[config.mk]
export PLATFORM = sky130hd
export DESIGN_NAME = block_plotter
export DESIGN_NICKNAME = d
export VERILOG_FILES = /design/src/rtl/block_plotter.sv
export SDC_FILE = /design/constraint.sdc
export NUM_CORES = 1
export LEC_CHECK = 0
export BUFFER_PORTS_ARGS = -buffer_cell sky130_fd_sc_hd__buf_2
export CORE_MARGIN = 1
export CORE_UTILIZATION = 57
export CTS_CLUSTER_DIAMETER = 100
export DETAILED_ROUTE_END_ITERATION = 7
export PLACE_DENSITY = 0.79
export SLEW_MARGIN = 30
export SYNTH_ARGS = -nofsm -noshare
export SYNTH_HDL_FRONTEND = slang
export SYNTH_SLANG_ARGS = --single-unit
export TNS_END_PERCENT = 100
[constraint.sdc]
create_clock -name clk -period 3 [get_ports clk]
set_clock_uncertainty 0.05 [all_clocks]
set_input_delay 0.3 -clock clk [delete_from_list [all_inputs] [get_ports clk]]
set_output_delay 0.3 -clock clk [all_outputs]
set_load 0.03 [all_outputs]
[src/rtl/block_plotter.sv]
// block_plotter
//   Responder side of the draw-control interface. Latches x / y / colour from
//   the shared switch inputs, sweeps a 4x4 pixel block while plot is held, and
//   can sweep the whole screen with colour 0 on a one-cycle clear request.
//
// Ports
//   clk, resetn    clock (rising edge) and asynchronous active-low reset
//   ld_x, ld_y     load x_reg / y_reg from data_in
//   ld_colour      load c_reg from colour_in
//   plot           burst enable, held for the 16 cycles of a block
//   data_in        shared x/y source
//   colour_in      colour source
//   clear          one-cycle request to clear the whole screen
//   counter_out    index of the block pixel issued this cycle
//   vga_x/y/colour pixel address and colour to the VGA adapter (registered)
//   vga_plot       write enable to the VGA adapter (registered)
//   busy           high while the clear sweep runs; this is also the visible
//                  view of the FSM state (busy == state is CLEAR)
//
// Handshake: there is no back-pressure. Every cycle that vga_plot is high the
// adapter takes (vga_x, vga_y, vga_colour); the caller observes burst progress
// through counter_out and clear progress through busy.
module block_plotter #(
  parameter int SCREEN_W = 160,
  parameter int SCREEN_H = 120,
  parameter int C_W      = 3
) (
  input  logic           clk,
  input  logic           resetn,
  input  logic           ld_x,
  input  logic           ld_y,
  input  logic           ld_colour,
  input  logic           plot,
  input  logic [6:0]     data_in,
  input  logic [C_W-1:0] colour_in,
  input  logic           clear,
  output logic [3:0]     counter_out,
  output logic [7:0]     vga_x,
  output logic [6:0]     vga_y,
  output logic [C_W-1:0] vga_colour,
  output logic           vga_plot,
  output logic           busy
);

  typedef enum logic {
    IDLE  = 1'b0,
    CLEAR = 1'b1
  } state_t;

  localparam logic [7:0] X_LIM  = 8'(SCREEN_W);
  localparam logic [7:0] Y_LIM  = 8'(SCREEN_H);
  localparam logic [7:0] X_LAST = 8'(SCREEN_W - 1);
  localparam logic [6:0] Y_LAST = 7'(SCREEN_H - 1);

  state_t         state;
  logic [7:0]     x_reg;
  logic [6:0]     y_reg;
  logic [C_W-1:0] c_reg;
  logic [3:0]     counter;
  logic [7:0]     cx;
  logic [6:0]     cy;

  // Block pixel address. Both sums are 8 bits so an anchor near the edge
  // produces an off-screen address that is clipped rather than wrapping back
  // onto the visible area.
  logic [7:0] x_sum;
  logic [7:0] y_sum;
  logic       on_screen;

  always_comb begin
    x_sum     = x_reg + {6'd0, counter[1:0]};
    y_sum     = {1'b0, y_reg} + {6'd0, counter[3:2]};
    on_screen = (x_sum < X_LIM) && (y_sum < Y_LIM);
  end

  assign counter_out = counter;

  // Operand registers load in any state, including during a clear sweep.
  always_ff @(posedge clk or negedge resetn) begin
    if (!resetn) begin
      x_reg <= '0;
      y_reg <= '0;
      c_reg <= '0;
    end else begin
      if (ld_x)      x_reg <= {1'b0, data_in};
      if (ld_y)      y_reg <= data_in;
      if (ld_colour) c_reg <= colour_in;
    end
  end

  // Control FSM with registered pixel outputs (one cycle behind the counter
  // or sweep position that produced them).
  always_ff @(posedge clk or negedge resetn) begin
    if (!resetn) begin
      state      <= IDLE;
      counter    <= '0;
      cx         <= '0;
      cy         <= '0;
      vga_x      <= '0;
      vga_y      <= '0;
      vga_colour <= '0;
      vga_plot   <= 1'b0;
      busy       <= 1'b0;
    end else begin
      case (state)
        IDLE: begin
          if (clear) begin
            // Clear wins over a simultaneous plot: no block pixel this cycle.
            state    <= CLEAR;
            busy     <= 1'b1;
            cx       <= '0;
            cy       <= '0;
            counter  <= '0;
            vga_plot <= 1'b0;
          end else if (plot) begin
            counter  <= counter + 4'd1;
            vga_plot <= on_screen;
            // A clipped pixel leaves the last written address/colour in place.
            if (on_screen) begin
              vga_x      <= x_sum;
              vga_y      <= y_sum[6:0];
              vga_colour <= c_reg;
            end
          end else begin
            counter  <= '0;
            vga_plot <= 1'b0;
          end
        end

        CLEAR: begin
          counter    <= '0;
          vga_x      <= cx;
          vga_y      <= cy;
          vga_colour <= '0;
          vga_plot   <= 1'b1;
          if (cx == X_LAST) begin
            cx <= '0;
            if (cy == Y_LAST) begin
              // Final pixel issued this cycle; busy drops alongside it.
              state <= IDLE;
              busy  <= 1'b0;
              cy    <= '0;
            end else begin
              cy <= cy + 7'd1;
            end
          end else begin
            cx <= cx + 8'd1;
          end
        end

        default: begin
          state <= IDLE;
          busy  <= 1'b0;
        end
      endcase
    end
  end

endmodule

# --- After elaboration in Yosys (flattened, before gate mapping) ---
# Cells that the tools add are included.
totals:
  register_bits: 57
  inputBits: 17
  output_inout_bits: 24
  wordCells: 65
op_classes:
  addsub: 5
  magnitude_cmp: 2
  n_eq_ne: 8
  muxes: 33
  n_bitwise: 1
  reduce_logical: 4
ops:
  columns: ["cell", "n"]
  rows:
  - ["7-bit 2-to-1 mux", 6]
  - ["8-bit 2-to-1 mux", 5]
  - ["8-bit one-hot mux with 2 select lines", 2]
  - ["7-bit one-hot mux with 2 select lines", 2]
  - ["7-bit by 2-bit adder with 8-bit output", 2]
  - ["3-bit 2-to-1 mux", 3]
  - ["8-bit by 1-bit adder with 8-bit output (second input constant)", 1]
  - ["8-bit == test (second input constant)", 1]
  - ["8-bit by 7-bit less-than comparator with 1-bit output (second input constant)", 1]
  - ["8-bit less-than comparator (second input constant)", 1]
  - ["1-bit 2-to-1 mux", 8]
  - ["4-bit 2-to-1 mux", 2]
  - ["2-bit != test (second input constant)", 4]
  - ["4-bit one-hot mux with 2 select lines", 1]
  - ["7-bit by 1-bit adder with 7-bit output (second input constant)", 1]
  - ["7-bit == test (second input constant)", 1]
  - ["1-bit one-hot mux with 2 select lines", 3]
  - ["3-bit one-hot mux with 2 select lines", 1]
  - ["3-bit AND reduction", 2]
  - ["4-bit by 1-bit adder with 4-bit output (second input constant)", 1]
  - ["2-bit by 1-bit != test with 1-bit output (second input constant)", 2]
  - ["2-bit AND reduction", 1]
  - ["1-bit logical AND", 1]
  - ["1-bit NOT", 1]

# --- Logic depth before layout (Yosys ltp) ---
# Gate-level depths: netlist (run 1).
logic_depth:
  word_depth: 7
  mapped_depth: 9
  depth_no_buf: 8

# --- Least setup slack after synthesis (run 1) ---
# No wires, ideal clock.
synth_path:
  kind: "reg-to-reg"
  start: "reg counter[2], in the netlist counter_out[2]"
  end: "reg vga_colour[1]"
  setup_time_ns: 0.120
  arrival_time_ns: 2.382
  path_slack_ns: 0.448
  stages_incl_launch_ff: 10
  path_buffers: 1
  period_less_slack_ns: 2.552
  cell_sequence: "dfrtp_1 > ha_1 > inv_1 > fa_1 > and3b_1 > mux2i_1 > o211ai_2 > and2_4 > buf_6 > a31o_2"
synth_via:
  elab_chain_cells: 5
synth_lines:
  columns: ["element", "line", "text"]
  rows:
  - ["from (decl)", "59", "logic [3:0] counter;"]
  - ["from (signal assigned)", "116", "counter <= counter + 4'd1;"]
  - ["7-bit by 2-bit adder with 8-bit output", "72", "y_sum = {1'b0, y_reg} + {6'd0, counter[3:2]};"]
  - ["8-bit by 7-bit less-than comparator with 1-bit output", "73", "on_screen = (x_sum < X_LIM) && (y_sum < Y_LIM);"]
  - ["1-bit logical AND", "73", null]
  - ["2-bit != test (no source line)", null, null]
  - ["3-bit AND reduction (no source line)", null, null]
  - ["to (signal assigned)", "122", "vga_colour <= c_reg;"]
  - ["to (decl)", "40", "output logic [C_W-1:0] vga_colour,"]
# Every way passes these cells.
# A chain may end at the register's enable or synchronous reset.

# --- Final worst setup path (run 1) ---
layout_path:
  start: "reg counter[2], in the netlist counter_out[2]"
  end: "reg vga_y[1]"
layout_via:
  elab_chain_cells: 5
layout_lines:
  columns: ["element", "line", "text"]
  rows:
  - ["7-bit by 2-bit adder with 8-bit output (*)", "72", null]
  - ["8-bit by 7-bit less-than comparator with 1-bit output or 7-bit 2-to-1 mux (tied branches)", "73, 119", null]
  - ["1-bit logical AND or 7-bit 2-to-1 mux (tied branches)", "73, 115", null]
  - ["2-bit != test (no source line) or 7-bit 2-to-1 mux (tied branches)", null, null]
  - ["3-bit AND reduction (no source line) or 7-bit one-hot mux with 2 select lines (tied branches)", null, null]
  - ["to (signal assigned)", "121", "vga_y <= y_sum[6:0];"]
  - ["to (signal assigned)", "133", "vga_y <= cy;"]
  - ["to (decl)", "39", "output logic [6:0] vga_y,"]
# Every way passes the cells marked *; elsewhere a longest branch is shown, timed or not. The select of a mux whose other input is x is not followed.

==> metrics, run 1 <==
vias per cell 5.81; hold path startpoint data_in[1]; area grow syn2layout 13.6%; Post-DP HPWL 4760 um; setup violators final 0; WP buf/inv 2; top_reg_cell synth dfrtp_1; Routed Antenna Nets 0; global route overflow 0; max incr delay on CP 430 ps; Final Util 67.5%; asr flop ratio synth 100%; Post-Synthesis Cell Area 3060 um2; Clock Sinks 57; Cells after Synth 298; drc violations 0; syn_area_per_cell 10.3 um2; biggest regs cx: 8 flops, vga_x: 8 flops; setup_tns 0 ps; largest net degree at the start of global routing 46; CTS clk-pin slew, worst paths 70 ps; crit-path cells ha_1 -> inv_1 -> fa_1 -> and3b_1 -> mux2i_1 -> o211ai_2 -> buf_4 -> o2bb2a_1 -> o311ai_0; register area share after synthesis 46.7%; Max Cap Viol 0; status finished clean; Diodes inserted 0; EDFF count, synth 0; CTS tree built; Max Slew Vio Count 0; hold_buf cts 0; GRT Total Usage 26.9%; CP endpoint kind flop; CP required 3170 ps; Num CTS Buffers 9; YS warnings 0; initial antenna violation count 0; worst r2r src counter_out[2]; Die W 75.2 um; Post-DP Area 3290 um2; Hold Vio Cnt, Final 0; CP max stage cell fa_1; P per Cell Area 637 nW/um2; fin area 3470 um2; Max H-tree Level 3; first-pass GRT wire length 11000 um; Post-Layout Cell Count 411; share of layout cells above drive strength 1 25.5%; root buf cell clkbuf_8; wire per inst 15.9 um; Fmax 369 MHz; setup bufs post-CTS 0; Skew-Pair Late Insertion Delay 340 ps; initial DRC count 173; Hold Crit Class in -> reg; placed cell count 396; Initial Util 59.4%; area used by multi-input combinational logic 1480 um2; die height 75.2 um; number of global-route vias before repair 2286; clk buf depth 2; Final #Nets 364; Worst Path Max Fanout 14; DR vias 2389; Reg area 1430 um2; gpl congestion 0.776; Worst Setup SP counter_out[2]; Period minus WS final 2710 ps; Core ar. 5140 um2; post-cts sizing count 0; DRT Pass-1 Iters 4; post-detailed-routing wire length 6530 um; peak supply drop 376 uV; critical path's top delay family adder cells; unrepaired setup endpoints after global routing no; Slew @ Worst Pin 729 ps; leak pwr 1.54 nW; Crit Path Category reg -> reg; #FFs+latches synth 57; max_slew headroom 51.3%; syn nets 324; PortBufs 40; Startpoint Class flop; final-layout fill cell count 416; Critical Path AT 2880 ps; period utilisation layout 90.3%; I/O Pins 41; count of cell types in the netlist 53; Die Footprint 5660 um2; FP Rows 26
[final cells by class]
| cell class | instances | area share (%) |
|---|---|---|
| repair buffers | 45 | 7.00 |
| flip-flops and latches | 57 | 41.1 |
| inverters | 18 | 1.95 |
| multi-input cells | 207 | 42.7 |
| clock buffers | 14 | 4.69 |
| well taps | 70 | 2.52 |
[path summary, 6_finish.rpt]
kind	cells after the start	to	slack [ps]
worst max-delay path	9	vga_y[1]	290
worst min-delay path	3	x_reg[1]	140
worst max register to register	9	vga_y[1]	290
worst min register to register	1	c_reg[0]	460
max in group asynchronous	3	cx[2]	1840
min in group asynchronous	2	c_reg[0]	420
[cells in the mapped netlist (3+ instances only)]
cell type   n  share of area [%]
a21oi_1    11                1.8
a311oi_2    4                2.0
a31o_2      7                2.0
and3_1      3               0.61
buf_2       3               0.49
clkbuf_1   11                1.4
dfrtp_1    57                 47
ha_1        7                2.9
inv_1      16                2.0
mux2_2     14                5.2
mux2i_1     5                1.6
nand2_1    22                2.7
nand2b_1    3               0.61
nand3_1    13                2.1
nor2_1     25                3.1
nor3_1      7                1.1
o21ai_0     8                1.3
o22ai_1    17                3.5
o2bb2ai_1   5                1.4
xnor2_1    14                4.0
xor2_1      5                1.4
[cells in the final DEF, fill, tap and decap left out, drive strengths merged, types with 8 or more instances in the layout]
| cell | instances |
|---|---|
| xnor2 | 14 |
| o21ai | 8 |
| a21oi | 11 |
| nand2 | 22 |
| buf | 44 |
| clkbuf | 14 |
| o22ai | 17 |
| nor2 | 25 |
| inv | 17 |
| mux2 | 14 |
| dfrtp | 57 |
| nand3 | 14 |
[worst register-to-register path, cell delays in order (launching register included)]
cell and delay [ps]:
dfrtp_1 390, ha_1 210, inv_1 60, fa_1 430, and3b_1 300, mux2i_1 270, o211ai_2 260, buf_4 270
o2bb2a_1 280, o311ai_0 100
[cells by family after synthesis]
| logic type | after synthesis | synth area share (%) |
|---|---|---|
| AOI/OAI and AO/OA | 69 | 17.3 |
| DFF | 57 | 46.7 |
| and+or+nand+nor | 91 | 14.8 |
| buffers and inverters | 34 | 4.79 |
| muxes | 19 | 6.80 |
| xor gates and xnor gates | 19 | 5.45 |
| adders and majority gates | 9 | 4.18 |
[metal layers]
metal  up-vias  GRT usage [%]  part of all wire, %
li1       1150              -                    -
met1      1153           35.8                   45
met2        72           43.2                   49
met3        14           4.42                  4.3
met4         0           12.6                  2.3
met5         -              0                    0
[stage by stage]
step	power (mW)	worst slack, ps	hold WS, ps
final	2.21	290	144
after global routing	2.33	124	135
after CTS	2.22	307	47.7
after detailed placement	1.60	290	408
after global placement	1.58	432	409
after floorplan	1.43	448	-45.6
[where the power goes]
| group | internal (mW) | switching, mW | leakage, nW |
|---|---|---|---|
| Clock | 0.337 | 0.280 | 0.0826 |
| Sequential | 0.903 | 0.160 | 0.705 |
| Combinational | 0.228 | 0.301 | 0.749 |
No activity file was read; power rests on OpenSTA's default activity.
==> run 2, diff against run 1 <==
CORE_UTILIZATION = 60   (was 57)
CTS_BUF_LIST = sky130_fd_sc_hd__clkbuf_8   (was default)
PLACE_DENSITY = 0.83   (was 0.79)
clock period = 2.5 ns   (was 3 ns; I/O delays follow)
==> run 2 against run 1 <==
  * Clock power grew 28%
  * Via count up 1.4%
  * Routed wire length rose by 7.4%
  * Final area is 2.3% higher
  * Critical path depth unchanged
  * Global-route usage rose by 2.5 points
  * Largest cell class unchanged
  * Core utilization is 6.2 points higher
  * Worst hold slack got worse by 62 ps
  * Count of clock-buffer cells in the layout decreased by 2
==> metrics, run 2 (synthesis gave the netlist of run 1 again) <==
Post-Layout Cell Count 415; DR WL met3 445 um; Fmax 418 MHz; setup bufs post-CTS 0; wire per inst 16.9 um; period utilisation layout 95.7%; met2 WL 3470 um; commonest non-fill, non-tap cell in the layout dfrtp_1; Critical Path AT 2610 ps; first-pass GRT wire length 11500 um; initial antenna violation count 0; die height 73.4 um; Post-DP Area 3350 um2; Worst Path Max Fanout 13; share of layout cells above drive strength 1 28.7%; setup_tns 0 ps; PortBufs 40; max_slew headroom 53.5%; clk buf depth 2; drc violations 0; Startpoint Class flop; Final #Nets 370; Max Slew Vio Count 0; Hold Vio Cnt, Final 0; Max H-tree Level 3; Clock Sinks 57; largest net degree at the start of global routing 31; Clk pwr share 29.0%; Worst Setup SP counter_out[2]; DR vias 2423; Die Footprint 5380 um2; switching power 928 uW; combinational share of power 23.8%; root buf cell clkbuf_8; setup violators final 0; Initial Util 63.4%; met1 wire length 2950 um; Net Sw Frac 34.1%; global route overflow 0; Crit Path Category reg -> reg; I/O Pins 41; highest metal used met4; fin area 3550 um2; Seq pwr share 47.2%; FP Rows 25; GRT Total Usage 29.3%; area grow syn2layout 16.1%; peak supply drop 505 uV; Die W 73.4 um; Max Cap Viol 0; biggest regs cx: 8 flops, vga_x: 8 flops; Num CTS Buffers 9; most frequent cells in the layout 56 x dfrtp_1, 40 x buf_2, 25 x nor2_1; Period minus WS final 2390 ps; leak pwr 1.58 nW; Routed Antenna Nets 0; Skew-Pair Late Insertion Delay 340 ps; DRT Pass-1 Iters 4; CP required 2720 ps; hold path startpoint data_in[5]; initial DRC count 223; CTS tree built; post-detailed-routing wire length 7020 um; gpl congestion 0.831; Slew @ Worst Pin 697 ps; vias per cell 5.84; CTS clk-pin slew, worst paths 70 ps; unrepaired setup endpoints after global routing no; Post-DP HPWL 5060 um; P per Cell Area 766 nW/um2; CP endpoint kind flop; worst r2r src counter_out[2]; Core ar. 4820 um2; Diodes inserted 0; placed cell count 399; status finished clean; Hold Crit Class in -> reg; final-layout fill cell count 396; number of global-route vias before repair 2374; internal power 1.79 mW
[run 2: changes by cell type in the layout (fill, tap and decap cells not counted), sizes merged]
cell	delta
buf	+6
clkbuf	-2
clkinv	+3
[run 2: timing repair]
action                                  4_1_cts  5_1_grt
gates resized for setup                       1        1
endpoints found under the hold margin        29        0
gates cloned                                  0        0
endpoints found under the setup margin        1       12
hold buffers                                  1        0
[run 2: worst paths after layout]
| check | to | slack [ps] | cells after the start |
|---|---|---|---|
| worst min register to register | y_reg[0] | 470 | 1 |
| min in group asynchronous | cx[1] | 440 | 2 |
| worst max register to register | vga_x[6] | 110 | 9 |
| worst max-delay path | vga_x[6] | 110 | 9 |
| worst min-delay path | y_reg[5] | 80 | 3 |
| max in group asynchronous | counter_out[2] | 1360 | 3 |
[run 2: metrics by stage]
stage | utilization (%) | setup slack, ps | hold slack (ps) | total power, mW
detailed placement | 69.5 | -32.6 | 280 | 1.94
floorplan | - | 54.4 | -95.6 | 1.71
global route | 73.7 | 22.8 | 89.5 | 2.85
CTS | 73.6 | 40.1 | 73.8 | 2.73
global placement | 69.5 | 167 | 281 | 1.91
finish | 73.7 | 109 | 82.4 | 2.72
[run 2: critical path, stage by stage, from the launching register on]
cell	delay, ps
dfrtp_2	350
ha_1	180
inv_1	70
fa_2	390
and3b_1	290
mux2i_1	230
o211ai_2	180
buf_4	230
a32o_1	220
a21oi_1	130
[run 2: power by group through the flow]
stage          registers, mW  clock network [mW]  logic [mW]
6_report                1.28               0.789       0.646
5_1_grt                 1.30               0.836       0.706
4_1_cts                 1.28               0.801       0.649
3_5_place_dp            1.29                   0       0.642
3_3_place_gp            1.28                   0       0.622
2_1_floorplan           1.37                   0       0.347
[run 2: routing by layer]
metal / vias to the layer above / GRT usage (%)
met5: - / 0
met4: 0 / 16.0
met3: 14 / 6.72
met2: 90 / 46.0
met1: 1164 / 37.9
li1: 1155 / -
[run 2: area by class of cell]
class / instances / area, um2 / share of cell area, %
multi-input combinational: 207 / 1490 / 42.0
inverter: 18 / 67.6 / 1.90
timing repair buffer: 51 / 298 / 8.39
tap: 67 / 83.8 / 2.36
clock buffer: 12 / 165 / 4.65
clock inverter: 3 / 15.0 / 0.423
sequential: 57 / 1430 / 40.2
